$ cat config.mk
export PLATFORM = sky130hd
export DESIGN_NAME = ysyx_24100012_lsu_ctrl
export DESIGN_NICKNAME = d
export VERILOG_FILES = /design/src/rtl/ysyx_24100012_lsu_pkg.sv /design/src/rtl/ysyx_24100012_lsu_align.sv /design/src/rtl/ysyx_24100012_lsu_ctrl.sv
export SDC_FILE = /design/constraint.sdc
export NUM_CORES = 1
export LEC_CHECK = 0
export CAP_MARGIN = 20
export CORE_MARGIN = 1.5
export CORE_UTILIZATION = 44
export CTS_CLUSTER_SIZE = 10
export DETAILED_ROUTE_END_ITERATION = 8
export PLACE_DENSITY = 0.81
export REMOVE_ABC_BUFFERS = 1
export SETUP_SLACK_MARGIN = 0.02
export SYNTH_ARGS = -nofsm -noshare
export SYNTH_HDL_FRONTEND = slang
export SYNTH_HIERARCHICAL = 1
export SYNTH_SLANG_ARGS = --single-unit
$ cat constraint.sdc
create_clock -name clk_i -period 2.85 [get_ports clk_i]
set_input_delay 0.4275 -clock clk_i [delete_from_list [all_inputs] [get_ports clk_i]]
set_output_delay 0.4275 -clock clk_i [all_outputs]
set_load 0.02 [all_outputs]
$ cat src/rtl/ysyx_24100012_lsu_pkg.sv
// ============================================================================
// Module   : ysyx_24100012_lsu_pkg
// Brief    : Shared constants for the LSU control stage. Holds the RV32I
//            load/store func3 codes, the FSM state encoding and small helpers
//            for access-size decode and address alignment.
// Ports    : none (package)
// Config   : the helpers serve both builds; LSU_MISALIGN_TRAP_EN selects
//            which of them the top module uses.
// Revision : 1.0 - initial release
// ============================================================================
`default_nettype none

package ysyx_24100012_lsu_pkg;

  // Load func3 codes
  localparam logic [2:0] C_F3_LB  = 3'b000;
  localparam logic [2:0] C_F3_LH  = 3'b001;
  localparam logic [2:0] C_F3_LW  = 3'b010;
  localparam logic [2:0] C_F3_LBU = 3'b100;
  localparam logic [2:0] C_F3_LHU = 3'b101;

  // Store func3 codes
  localparam logic [2:0] C_F3_SB  = 3'b000;
  localparam logic [2:0] C_F3_SH  = 3'b001;
  localparam logic [2:0] C_F3_SW  = 3'b010;

  // FSM state encoding
  localparam logic [1:0] C_ST_IDLE = 2'd0;
  localparam logic [1:0] C_ST_REQ  = 2'd1;
  localparam logic [1:0] C_ST_WAIT = 2'd2;
  localparam logic [1:0] C_ST_DONE = 2'd3;

  // Halfword access? Store and load encodings differ (LHU has no store twin).
  function automatic logic is_half(input logic is_store, input logic [2:0] f3);
    return is_store ? (f3 == C_F3_SH) : ((f3 == C_F3_LH) || (f3 == C_F3_LHU));
  endfunction

  function automatic logic is_word(input logic is_store, input logic [2:0] f3);
    return is_store ? (f3 == C_F3_SW) : (f3 == C_F3_LW);
  endfunction

  function automatic logic misaligned(input logic is_store, input logic [2:0] f3,
                                      input logic [1:0] lo);
    return (is_half(is_store, f3) && lo[0]) ||
           (is_word(is_store, f3) && (lo != 2'b00));
  endfunction

  // Clear the address bits that the access size ignores.
  function automatic logic [1:0] force_align(input logic is_store, input logic [2:0] f3,
                                             input logic [1:0] lo);
    logic [1:0] r;
    r = lo;
    if (is_word(is_store, f3))      r = 2'b00;
    else if (is_half(is_store, f3)) r = {lo[1], 1'b0};
    return r;
  endfunction

endpackage

`default_nettype wire

$ cat src/rtl/ysyx_24100012_lsu_align.sv
// ============================================================================
// Module   : ysyx_24100012_lsu_align
// Brief    : Combinational lane logic for the LSU: byte strobes and lane
//            replication for stores, byte/half extraction plus sign/zero
//            extension for loads.
// Ports    : func3_i    access func3
//            off_i      byte offset within the word (addr[1:0])
//            st_data_i  raw store data (rs2)
//            ld_word_i  raw aligned word from memory
//            wstrb_o    store byte strobes
//            st_data_o  lane-replicated store data
//            ld_data_o  extracted and extended load data
// Revision : 1.0 - initial release
// ============================================================================
`default_nettype none

module ysyx_24100012_lsu_align
  import ysyx_24100012_lsu_pkg::*;
(
  input  logic [2:0]  func3_i,
  input  logic [1:0]  off_i,
  input  logic [31:0] st_data_i,
  input  logic [31:0] ld_word_i,
  output logic [3:0]  wstrb_o,
  output logic [31:0] st_data_o,
  output logic [31:0] ld_data_o
);

  logic [7:0]  w_byte;
  logic [15:0] w_half;

  // Byte uses the full offset; halfword only the upper offset bit.
  assign w_byte = ld_word_i[{off_i, 3'b000} +: 8];
  assign w_half = ld_word_i[{off_i[1], 4'b0000} +: 16];

  always_comb begin
    wstrb_o   = 4'b1111;
    st_data_o = st_data_i;
    case (func3_i)
      C_F3_SB: begin
        wstrb_o   = 4'b0001 << off_i;
        st_data_o = {4{st_data_i[7:0]}};
      end
      C_F3_SH: begin
        wstrb_o   = 4'b0011 << {off_i[1], 1'b0};
        st_data_o = {2{st_data_i[15:0]}};
      end
      default: ;
    endcase
  end

  always_comb begin
    ld_data_o = ld_word_i;
    case (func3_i)
      C_F3_LB:  ld_data_o = {{24{w_byte[7]}}, w_byte};
      C_F3_LH:  ld_data_o = {{16{w_half[15]}}, w_half};
      C_F3_LBU: ld_data_o = {24'd0, w_byte};
      C_F3_LHU: ld_data_o = {16'd0, w_half};
      default:  ;
    endcase
  end

endmodule

`default_nettype wire

$ cat src/rtl/ysyx_24100012_lsu_ctrl.sv
// ============================================================================
// Module   : ysyx_24100012_lsu_ctrl
// Brief    : Multi-cycle load/store control between EXU and data memory.
//            One access in flight: IDLE -> REQ -> WAIT -> DONE -> IDLE.
// Ports    : clk_i, rst_ni                 clock, async active-low reset
//            in_*_i / in_ready_o           access from EXU (accepted in IDLE)
//            mem_req_*_o / mem_req_ready_i word-aligned memory request
//            mem_resp_valid_i, _rdata_i    memory response (WAIT only)
//            out_*_o / out_ready_i         result to WBU (held in DONE)
// Config   : LSU_MISALIGN_TRAP_EN - misaligned H/W accesses skip memory and
//            complete with out_err_o=1; otherwise low address bits are
//            forced aligned and out_err_o is tied 0.
// Revision : 1.0 - initial release
// ============================================================================
`default_nettype none

module ysyx_24100012_lsu_ctrl
  import ysyx_24100012_lsu_pkg::*;
#(
  parameter int unsigned ADDR_WIDTH = 32,
  parameter int unsigned DATA_WIDTH = 32
) (
  input  logic                  clk_i,
  input  logic                  rst_ni,
  input  logic                  in_valid_i,
  output logic                  in_ready_o,
  input  logic                  in_is_store_i,
  input  logic [2:0]            in_func3_i,
  input  logic [ADDR_WIDTH-1:0] in_addr_i,
  input  logic [DATA_WIDTH-1:0] in_wdata_i,
  input  logic [4:0]            in_rd_i,
  output logic                  mem_req_valid_o,
  input  logic                  mem_req_ready_i,
  output logic                  mem_req_we_o,
  output logic [ADDR_WIDTH-1:0] mem_req_addr_o,
  output logic [DATA_WIDTH-1:0] mem_req_wdata_o,
  output logic [3:0]            mem_req_wstrb_o,
  input  logic                  mem_resp_valid_i,
  input  logic [DATA_WIDTH-1:0] mem_resp_rdata_i,
  output logic                  out_valid_o,
  input  logic                  out_ready_i,
  output logic [DATA_WIDTH-1:0] out_rdata_o,
  output logic [4:0]            out_rd_o,
  output logic                  out_is_store_o,
  output logic                  out_err_o
);

  logic [1:0]            state_q, state_d;
  logic                  is_store_q;
  logic [2:0]            func3_q;
  logic [ADDR_WIDTH-1:0] addr_q;
  logic [DATA_WIDTH-1:0] wdata_q;
  logic [4:0]            rd_q;
  logic [DATA_WIDTH-1:0] rdata_q;

  logic                  w_accept;
  logic                  w_trap;
  logic [1:0]            w_lo;
  logic [3:0]            w_wstrb;
  logic [DATA_WIDTH-1:0] w_st_data;
  logic [DATA_WIDTH-1:0] w_ld_data;

  assign w_accept = (state_q == C_ST_IDLE) && in_valid_i;

`ifdef LSU_MISALIGN_TRAP_EN
  logic err_q;
  assign w_trap = misaligned(in_is_store_i, in_func3_i, in_addr_i[1:0]);
  assign w_lo   = in_addr_i[1:0];
`else
  assign w_trap = 1'b0;
  assign w_lo   = force_align(in_is_store_i, in_func3_i, in_addr_i[1:0]);
`endif

  // Lane logic works purely from captured registers so the request stays
  // stable while the memory stalls.
  ysyx_24100012_lsu_align u_align (
    .func3_i   (func3_q),
    .off_i     (addr_q[1:0]),
    .st_data_i (wdata_q),
    .ld_word_i (mem_resp_rdata_i),
    .wstrb_o   (w_wstrb),
    .st_data_o (w_st_data),
    .ld_data_o (w_ld_data)
  );

  // State register
  always_ff @(posedge clk_i or negedge rst_ni) begin
    if (!rst_ni) state_q <= C_ST_IDLE;
    else         state_q <= state_d;
  end

  // Next-state logic
  always_comb begin
    state_d = state_q;
    case (state_q)
      C_ST_IDLE: if (in_valid_i)       state_d = w_trap ? C_ST_DONE : C_ST_REQ;
      C_ST_REQ:  if (mem_req_ready_i)  state_d = C_ST_WAIT;
      C_ST_WAIT: if (mem_resp_valid_i) state_d = C_ST_DONE;
      C_ST_DONE: if (out_ready_i)      state_d = C_ST_IDLE;
      default:                         state_d = C_ST_IDLE;
    endcase
  end

  // Capture registers
  always_ff @(posedge clk_i or negedge rst_ni) begin
    if (!rst_ni) begin
      is_store_q <= 1'b0;
      func3_q    <= 3'd0;
      addr_q     <= '0;
      wdata_q    <= '0;
      rd_q       <= 5'd0;
      rdata_q    <= '0;
`ifdef LSU_MISALIGN_TRAP_EN
      err_q      <= 1'b0;
`endif
    end else if (w_accept) begin
      is_store_q <= in_is_store_i;
      func3_q    <= in_func3_i;
      addr_q     <= {in_addr_i[ADDR_WIDTH-1:2], w_lo};
      wdata_q    <= in_wdata_i;
      rd_q       <= in_rd_i;
      rdata_q    <= '0;
`ifdef LSU_MISALIGN_TRAP_EN
      err_q      <= w_trap;
`endif
    end else if ((state_q == C_ST_WAIT) && mem_resp_valid_i) begin
      rdata_q <= is_store_q ? '0 : w_ld_data;
    end
  end

  // Outputs; request fields are zero outside REQ
  always_comb begin
    in_ready_o      = (state_q == C_ST_IDLE);
    mem_req_valid_o = (state_q == C_ST_REQ);
    out_valid_o     = (state_q == C_ST_DONE);
    mem_req_we_o    = 1'b0;
    mem_req_addr_o  = '0;
    mem_req_wdata_o = '0;
    mem_req_wstrb_o = 4'b0000;
    if (state_q == C_ST_REQ) begin
      mem_req_we_o    = is_store_q;
      mem_req_addr_o  = {addr_q[ADDR_WIDTH-1:2], 2'b00};
      mem_req_wdata_o = w_st_data;
      mem_req_wstrb_o = is_store_q ? w_wstrb : 4'b0000;
    end
    out_rdata_o    = rdata_q;
    out_rd_o       = rd_q;
    out_is_store_o = is_store_q;
`ifdef LSU_MISALIGN_TRAP_EN
    out_err_o      = err_q;
`else
    out_err_o      = 1'b0;
`endif
  end

endmodule

`default_nettype wire

# ---- After elaboration in Yosys (flattened, before gate mapping)
# Index checks and enable logic that the tools add are counted.
dict set report classes {
  n_eq_ne 13
  muxes 19
  shifts 4
  n_reduce_logical 7
}
# operator count
set ops {}
lappend ops {{$mux 32} 5}
lappend ops {{$pmux 32 s4} 1}
lappend ops {{$pmux 32 s2} 1}
lappend ops {{$shiftx 32x6->16} 1}
lappend ops {{$shiftx 32x6->8} 1}
lappend ops {{$mux 2} 5}
lappend ops {{$eq 3x3->1 const B} 3}
lappend ops {{$mux 4} 2}
lappend ops {{$pmux 2 s4} 1}
lappend ops {{$pmux 4 s2} 1}
lappend ops {{$eq 3x1->1 const B} 2}
lappend ops {{$eq 2x2->1 const B} 2}
lappend ops {{$ne 2x1->1 const B} 2}
lappend ops {{$ne 2x2->1 const B} 2}
lappend ops {{$reduce_and 4->1} 1}
lappend ops {{$shl 1x2->4 const A} 1}
lappend ops {{$shl 2x2->4 const A} 1}
lappend ops {{$eq 3x2->1 const B} 1}
lappend ops {{$logic_not 3->1} 1}
lappend ops {{$mux 1} 3}
lappend ops {{$eq 2x1->1 const B} 1}
lappend ops {{$logic_and 1x1->1} 2}
lappend ops {{$logic_not 2->1} 1}
lappend ops {{$reduce_bool 2->1} 1}
lappend ops {{$logic_or 1x1->1} 1}
dict set report word_totals {
  elab_cells 50
  input_bits 111
  register_bits 107
}

# ---- Logic depth before layout (Yosys ltp)
# Gate-level depths: netlist of run 1.
dict set report logic_depth {
  depth_word 5
  mapped_depth 8
  depth_no_buf 6
}

# ---- By module
# The synthesis of run 1 kept the hierarchy.
# module cells_per_inst area_per_inst_um2 n_inst
set by_module_without_submodules {}
lappend by_module_without_submodules {ysyx_24100012_lsu_ctrl 331 4534.3 1}
lappend by_module_without_submodules {ysyx_24100012_lsu_align 159 1051.0 1}

# ---- Worst setup path before layout of run 1
# No wires, ideal clock.
dict set report synth_timing {
  path_type {flip-flop to output port}
  from {reg func3_q[2]}
  to {out mem_req_wdata_o[16]}
  path_slack_ns 0.656
  stages_incl_launch_ff 5
  path_buffers 1
  arrival_time_ns 1.766
  cell_sequence {dfrtp_1 nor2_1 clkbuf_1 mux2_2 and2_1}
}
dict set report synth_via {
  elab_chain_len 3
  word_cells_on_any_way 4
}
# item line
set synth_rtl {}
lappend synth_rtl {{start, declared} ysyx_24100012_lsu_ctrl.sv:50} ;# logic [2:0] func3_q;
lappend synth_rtl {{start signal, assigned} ysyx_24100012_lsu_ctrl.sv:118} ;# func3_q <= in_func3_i;
lappend synth_rtl {{$eq 3x1->1 / $logic_not 3->1 (equally long branches)} ysyx_24100012_lsu_align.sv:39} ;# case (func3_i)
lappend synth_rtl {{$pmux 32 s2 (*)} ysyx_24100012_lsu_align.sv:39}
lappend synth_rtl {{named net w_st_data[16]} ysyx_24100012_lsu_ctrl.sv:60} ;# logic [DATA_WIDTH-1:0] w_st_data;
lappend synth_rtl {{$mux 32 (*)} ysyx_24100012_lsu_ctrl.sv:140} ;# if (state_q == C_ST_REQ) begin
lappend synth_rtl {{end, declared} ysyx_24100012_lsu_ctrl.sv:36} ;# output logic [DATA_WIDTH-1:0] mem_req_wdata_o,
# Mark *: on every way through the listed nets, which the timed path passes. The rest lies on a longest branch.

# ---- Worst setup path in the final report of run 1
dict set report layout_timing {
  from {reg func3_q[2]}
  to {out mem_req_wdata_o[9]}
}
# The elaborated chain is that of the path after synthesis.

==> results of run 1 <==
power breakdown:
part / internal [uW] / total [uW] / switching, uW
clock: 957 / 1550 / 589
combinational: 2620 / 5220 / 2600
sequential: 2290 / 2830 / 542
total: 5860 / 9590 / 3730
flip-flops by register name, summed over array words and instances, names as in the netlist:
name	cells
out_rdata_o	32
state_q	2
out_rd_o	5
out_is_store_o	1
wdata_q	32
addr_q	32
func3_q	3
worst paths after layout:
| check | end | slack [ns] | depth (start not counted) |
|---|---|---|---|
| worst max-delay path | mem_req_wdata_o[9] | 0.1 | 5 |
| worst min-delay path | out_rdata_o[13] | 0.09 | 1 |
| worst max register to register | out_rdata_o[29] | 0.72 | 5 |
| worst min register to register | addr_q[10] | 0.48 | 1 |
| max in group asynchronous | addr_q[11] | 2.00 | 2 |
| min in group clk_i | addr_q[10] | 0.48 | 1 |
what timing repair did:
item	in CTS	in global routing
gates resized for setup	1	4
setup endpoints to repair	2	12
hold endpoints to repair	0	0
gates cloned	0	0
metal layers:
metal / GRT usage [%] / part of all wire [%]
met1: 28.4 / 39
met2: 40.4 / 46
met3: 9.41 / 12
met4: 9.92 / 2.7
met5: 0 / 0
synthesized netlist by cell type (all sizes together) (6+ instances only):
| cell type | instances |
|---|---|
| inv | 8 |
| a221o | 8 |
| a21oi | 14 |
| nor2b | 6 |
| a22o | 32 |
| nand2 | 44 |
| mux2i | 9 |
| dfrtp | 107 |
| and2 | 65 |
| mux2 | 95 |
| a22oi | 7 |
| buf | 30 |
| clkbuf | 17 |
| nor2 | 15 |
| o21ai | 9 |
metrics by stage:
| stage | cells | total power, uW | TNS (ns) | cell area (um^2) | hold slack [ns] |
|---|---|---|---|---|---|
| 2_1_floorplan | 445 | 5680 | -47.19 | 5320 | 0.132 |
| 3_3_place_gp | 843 | 7880 | 0 | 7860 | 0.460 |
| 3_5_place_dp | 843 | 8020 | 0 | 7860 | 0.468 |
| 4_1_cts | 859 | 9630 | 0 | 8240 | 0.117 |
| 5_1_grt | 859 | 10200 | 0 | 8260 | 0.137 |
| 6_report | 859 | 9590 | 0 | 8260 | 0.0885 |
kinds of logic after synthesis:
logic type      count (synthesis)  share of synthesized area (%)
flops                         107                           47.9
fa+ha+maj                       4                          0.896
buf+inv                        55                           5.38
simple gates                  141                           13.4
mux                           105                           21.2
other cells                     1                         0.0671
compound gates                 77                           11.2
critical path: stages, from the launching register on:
cell and delay [ns]:
dfrtp_1 0.46, nor3_4 0.29, buf_6 0.19, mux2_2 0.35, and2_1 0.16, clkdlybuf4s50_1 0.53
cell usage in the layout, fill, tap and decap left out, types with 2 or more instances in the layout:
cell type	synthesis	final
mux2_2	23	23
nor3_1	3	2
conb_1	1	3
clkbuf_16	0	9
a22o_1	32	32
a221o_1	8	8
clkdlybuf4s50_1	0	216
buf_4	15	7
ha_1	4	4
and2_4	1	2
a21oi_1	13	13
buf_6	3	2
and3_1	4	4
bufinv_16	0	4
mux2i_1	9	9
o21ai_0	8	8
a22oi_1	7	7
buf_12	0	4
nor3_4	1	2
nor2_1	15	14
mux2_1	72	72
and2_1	64	63
nand2_1	44	44
inv_1	8	8
dfrtp_1	107	107
nor2b_1	6	6
area by class of cell:
cell class	instances	area, um^2
clock buffers	9	225
clock inverters	7	148
fillers	956	3960
inverters	8	30.0
multi-input cells	330	2640
flip-flops and latches	107	2680
well taps	168	210
repair buffers	230	2330
==> run_results.csv, run 1 <==
group,metric,value,unit
run_status,status,"finished, final reports clean",
grt,grt_pass1_wl,24900,um
detailed_routing,drt_iter0_drc,368,
synth,ys_ff_latch,107,
synth,synth_area_leader_cell,"dfrtp_1",
detailed_routing,drt-total-wl,16000,um
synth,synth_area,5590,um^2
synth,ys_async_sr_fraction,100,%
timing,fin_crit,2.75,ns
clocking,insertion_delay,0.35,ns
detailed_routing,vias,4632,
power,peakVddDrop,0.612,mV
detailed_routing,ant_nets,0,
timing,max_slew_margin,56.2,%
die,die_area,13400,um^2
synth,synth_edf_count,0,
detailed_routing,dr.pass1.iters,5,
detailed_routing,vias_per_cell,5.39,
die,die_y,116,um
timing,fmax,363,MHz
setup_path,path_max_fanout,9,
flow_run,cap_viol_max_count,0,
timing,finalSetupViolCount,0,
synth,yosysWarningCount,6,
power,p_per_area,1160,nW/um^2
worst_hold_path,hold_class,"in -> async",
setup_path,required,2.42,ns
setup_path,reg2reg_from,"addr_q[1]",
final_layout,final_core_util,67.6,%
grt,grt_max_degree,66,
grt,antenna_found_initial,0,
synth,netlist_top_cells_area,"dfrtp_1, mux2_1, and2_1, a22o_1, mux2_2",
placement,dp_worst_setup_slack,0.273,ns
die,start_util,45.7,%
setup_path,crit_start,"func3_q[2]",
synth,syn-mean-instance-area,11.4,um^2
synth,seq_area_frac_synth,47.9,%
grt,grt_usage,24.3,%
timing,fin_ws,0.0953,ns
timing,rsz0062_at_grt,"true",
clocking,post-cts-setup-buffers,0,
die,num_rows,40,
synth,syn_inst,490,
timing,worst_slew_pin_slew,0.657,ns
setup_path,critical_path_class,"reg -> out",
die,core-area,12200,um^2
timing,fin_skew,0.00819,ns
final_layout,drive_above_1_share,8.83,%
clocking,numCtsBuffers,9,
grt,grt_pass1_vias,4751,
die,die_w,116,um
setup_path,end_kind,"output pin",
die,ioPinCount,222,
clocking,clock-sinks,107,
setup_path,start_kind,"register",
detailed_routing,routedWlPerCell,18.6,um
power,power_leakage,0.00355,uW
clocking,cts_max_level,3,
final_layout,diodes,0,
placement,place_congestion,0.877,
final_layout,final_nets,801,
synth,ys_types,37,
timing,finalCritPeriodShare,96.7,%
placement,io_buffer_count,218,
clocking,cts.reportedPaths.clkPinSlew,0.07,ns
timing,slew_violations,0,
synth,synth_ff_type,"dfrtp_1",
final_layout,area_growth,47.8,%
placement,hpwl,11500,um
clocking,clk_path_buf_depth,2,
detailed_routing,drc,0,
synth,synth_top_area_share,47.9,%
clocking,cts_hold_buffers,0,
timing,hold_viol,0,
grt,gr-total-overflow,0,
setup_path,cp.arrival,2.33,ns
clocking,root_buffer,"clkbuf_16",
clocking,cts_tree,"done",
Note: power is estimated with default switching activity, not from simulation.
==> run 2: changes to the inputs <==
--- a/config.mk
+++ b/config.mk
@@ -5,7 +5,7 @@
 export SDC_FILE = /design/constraint.sdc
 export NUM_CORES = 1
 export LEC_CHECK = 0
-export CAP_MARGIN = 20
+export CAP_MARGIN = 0
 export CORE_MARGIN = 1.5
 export CORE_UTILIZATION = 44
 export CTS_CLUSTER_SIZE = 10
==> results of run 2 <==
No change in the layout: final DEF, timing and power equal those of run 1.
==> run 3: changes to the inputs <==
--- a/config.mk
+++ b/config.mk
@@ -10,6 +10,7 @@
 export CORE_UTILIZATION = 44
 export CTS_CLUSTER_SIZE = 10
 export DETAILED_ROUTE_END_ITERATION = 8
+export GPL_TIMING_DRIVEN = 0
 export PLACE_DENSITY = 0.81
 export REMOVE_ABC_BUFFERS = 1
 export SETUP_SLACK_MARGIN = 0.02
==> run 3 against run 2 <==
Non-clock buffer count is 2 higher. Highest routed layer unchanged. Global-route usage is 0.93 points lower. Combinational power is 0.8% higher. Sequential share of layout area is 0.10 points higher. Critical endpoint is now mem_req_wdata_o[22].
==> run_results.csv, run 3 (synthesis gave the netlist of run 1 again) <==
group,metric,value,unit
run_status,status,"finished, final reports clean",
clocking,cts_max_level,3,
final_layout,area_growth,47.8,%
setup_path,cp.arrival,2.33,ns
final_layout,final_cells,861,
setup_path,critical_path_class,"reg -> out",
die,start_util,45.7,%
power,power_leakage,0.00362,uW
timing,rsz0062_at_grt,"false",
power,p_per_area,1130,nW/um^2
timing,slew_violations,0,
timing,fin_crit,2.76,ns
setup_path,path_max_fanout,15,
setup_path,required,2.42,ns
grt,grt_max_degree,70,
setup_path,start_kind,"register",
detailed_routing,ant_nets,0,
grt,gr-total-overflow,0,
final_layout,final_cell_mix,"clkdlybuf4s50_1, dfrtp_1, mux2_1",
grt,grt_pass1_vias,4766,
clocking,cts_tree,"done",
final_layout,fillers,967,
timing,fin_skew,0.00681,ns
clocking,insertion_delay,0.36,ns
placement,hpwl,11000,um
timing,max_slew_margin,22.1,%
die,die_area,13400,um^2
final_layout,drive_above_1_share,9.67,%
clocking,clock-sinks,107,
worst_hold_path,hold_class,"in -> async",
power,net-switching-power,3720,uW
grt,grt_pass1_wl,24200,um
final_layout,final_common_cell,"clkdlybuf4s50_1",
clocking,cts.reportedPaths.clkPinSlew,0.07,ns
placement,postPlaceCellArea,7830,um^2
power,p_comb_share,56.3,%
power,seq_power_share,30.6,%
final_layout,diodes,0,
detailed_routing,vias_per_cell,5.28,
placement,io_buffer_count,218,
power,internal_power,5610,uW
clocking,root_buffer,"clkbuf_16",
timing,worst_slew_pin_slew,1.17,ns
detailed_routing,drt_iter0_drc,399,
power,peakVddDrop,0.576,mV
setup_path,end_kind,"output pin",
detailed_routing,drt-total-wl,15500,um
grt,grt_usage,23.4,%
grt,antenna_found_initial,0,
die,num_rows,40,
detailed_routing,vias,4549,
final_layout,postLayoutCellArea,8250,um^2
placement,place_congestion,0.895,
die,die_y,116,um
clocking,clk_path_buf_depth,2,
power,switching_share,39.9,%
detailed_routing,drc,0,
detailed_routing,routedWlPerCell,18.0,um
clocking,numCtsBuffers,9,
timing,finalSetupViolCount,0,
die,core-area,12200,um^2
power,pwr-share-clk,13.1,%
die,ioPinCount,222,
placement,dpl.cell_count,836,
die,die_w,116,um
timing,finalCritPeriodShare,96.9,%
flow_run,cap_viol_max_count,0,
final_layout,final_nets,803,
timing,fmax,362,MHz
timing,hold_viol,0,
detailed_routing,dr.pass1.iters,5,
[run 3: power groups by stage]
| stage | Sequential (uW) | Clock [uW] | Combinational [uW] |
|---|---|---|---|
| floorplan | 3080 | 0 | 2590 |
| finish | 2850 | 1220 | 5260 |
| global placement | 2900 | 0 | 4840 |
| global route | 2950 | 1300 | 5650 |
| detailed placement | 2950 | 0 | 5000 |
| CTS | 2870 | 1260 | 5240 |
[run 3: critical path: stages (launching register included)]
cell	delay [ns]
dfrtp_4	0.57
nor2_4	0.20
buf_8	0.19
mux2_2	0.34
and2_1	0.15
clkdlybuf4s50_1	0.53
[run 3: stage by stage]
step	total power, uW	hold WS [ns]	util (%)	worst slack, ns	setup TNS [ns]
6_report	9330	0.0750	67.6	0.0880	0
5_1_grt	9900	0.133	67.6	0.0201	0
4_1_cts	9360	0.101	67.2	0.0310	0
3_5_place_dp	7950	0.468	64.1	-0.460	-6.64
3_3_place_gp	7740	0.460	63.2	-2.79	-491.04
2_1_floorplan	5680	0.132	-	-0.855	-47.19
[run 3: repair_timing]
action | CTS | global route
pin swaps | 2 | 0
hold buffers | 0 | 0
setup buffers | 8 | 1
endpoints found under the setup margin | 28 | 36
gates resized for setup | 8 | 8
[run 3: per-layer routing]
| layer | part of all wire (%) | track usage, % | wire length [um] |
|---|---|---|---|
| met5 | 0 | 0 | 0 |
| met4 | 1.6 | 6.99 | 253 |
| met3 | 11 | 10.4 | 1770 |
| met1 | 40 | 27.0 | 6150 |
| met2 | 47 | 39.3 | 7330 |
[run 3: final cells by class]
cell class	instances	area (um^2)	share of cell area [%]
repair buffers	232	2380	28.8
clock buffers	10	239	2.90
multi-input cells	330	2660	32.3
inverters	8	30.0	0.364
clock inverters	6	47.5	0.576
well taps	168	210	2.55
flip-flops and latches	107	2690	32.5
[run 3: final timing paths]
kind | endpoint | slack [ns] | cells past startpoint | start
hold / removal | out_rdata_o[8] | 0.08 | 1 | rst_ni
min in group clk_i | addr_q[17] | 0.48 | 1 | addr_q[17]
max in group asynchronous | wdata_q[19] | 2.06 | 2 | rst_ni
setup / recovery | mem_req_wdata_o[22] | 0.09 | 5 | func3_q[1]
setup reg to reg | out_rdata_o[31] | 0.32 | 6 | addr_q[1]
hold reg to reg | addr_q[17] | 0.48 | 1 | addr_q[17]
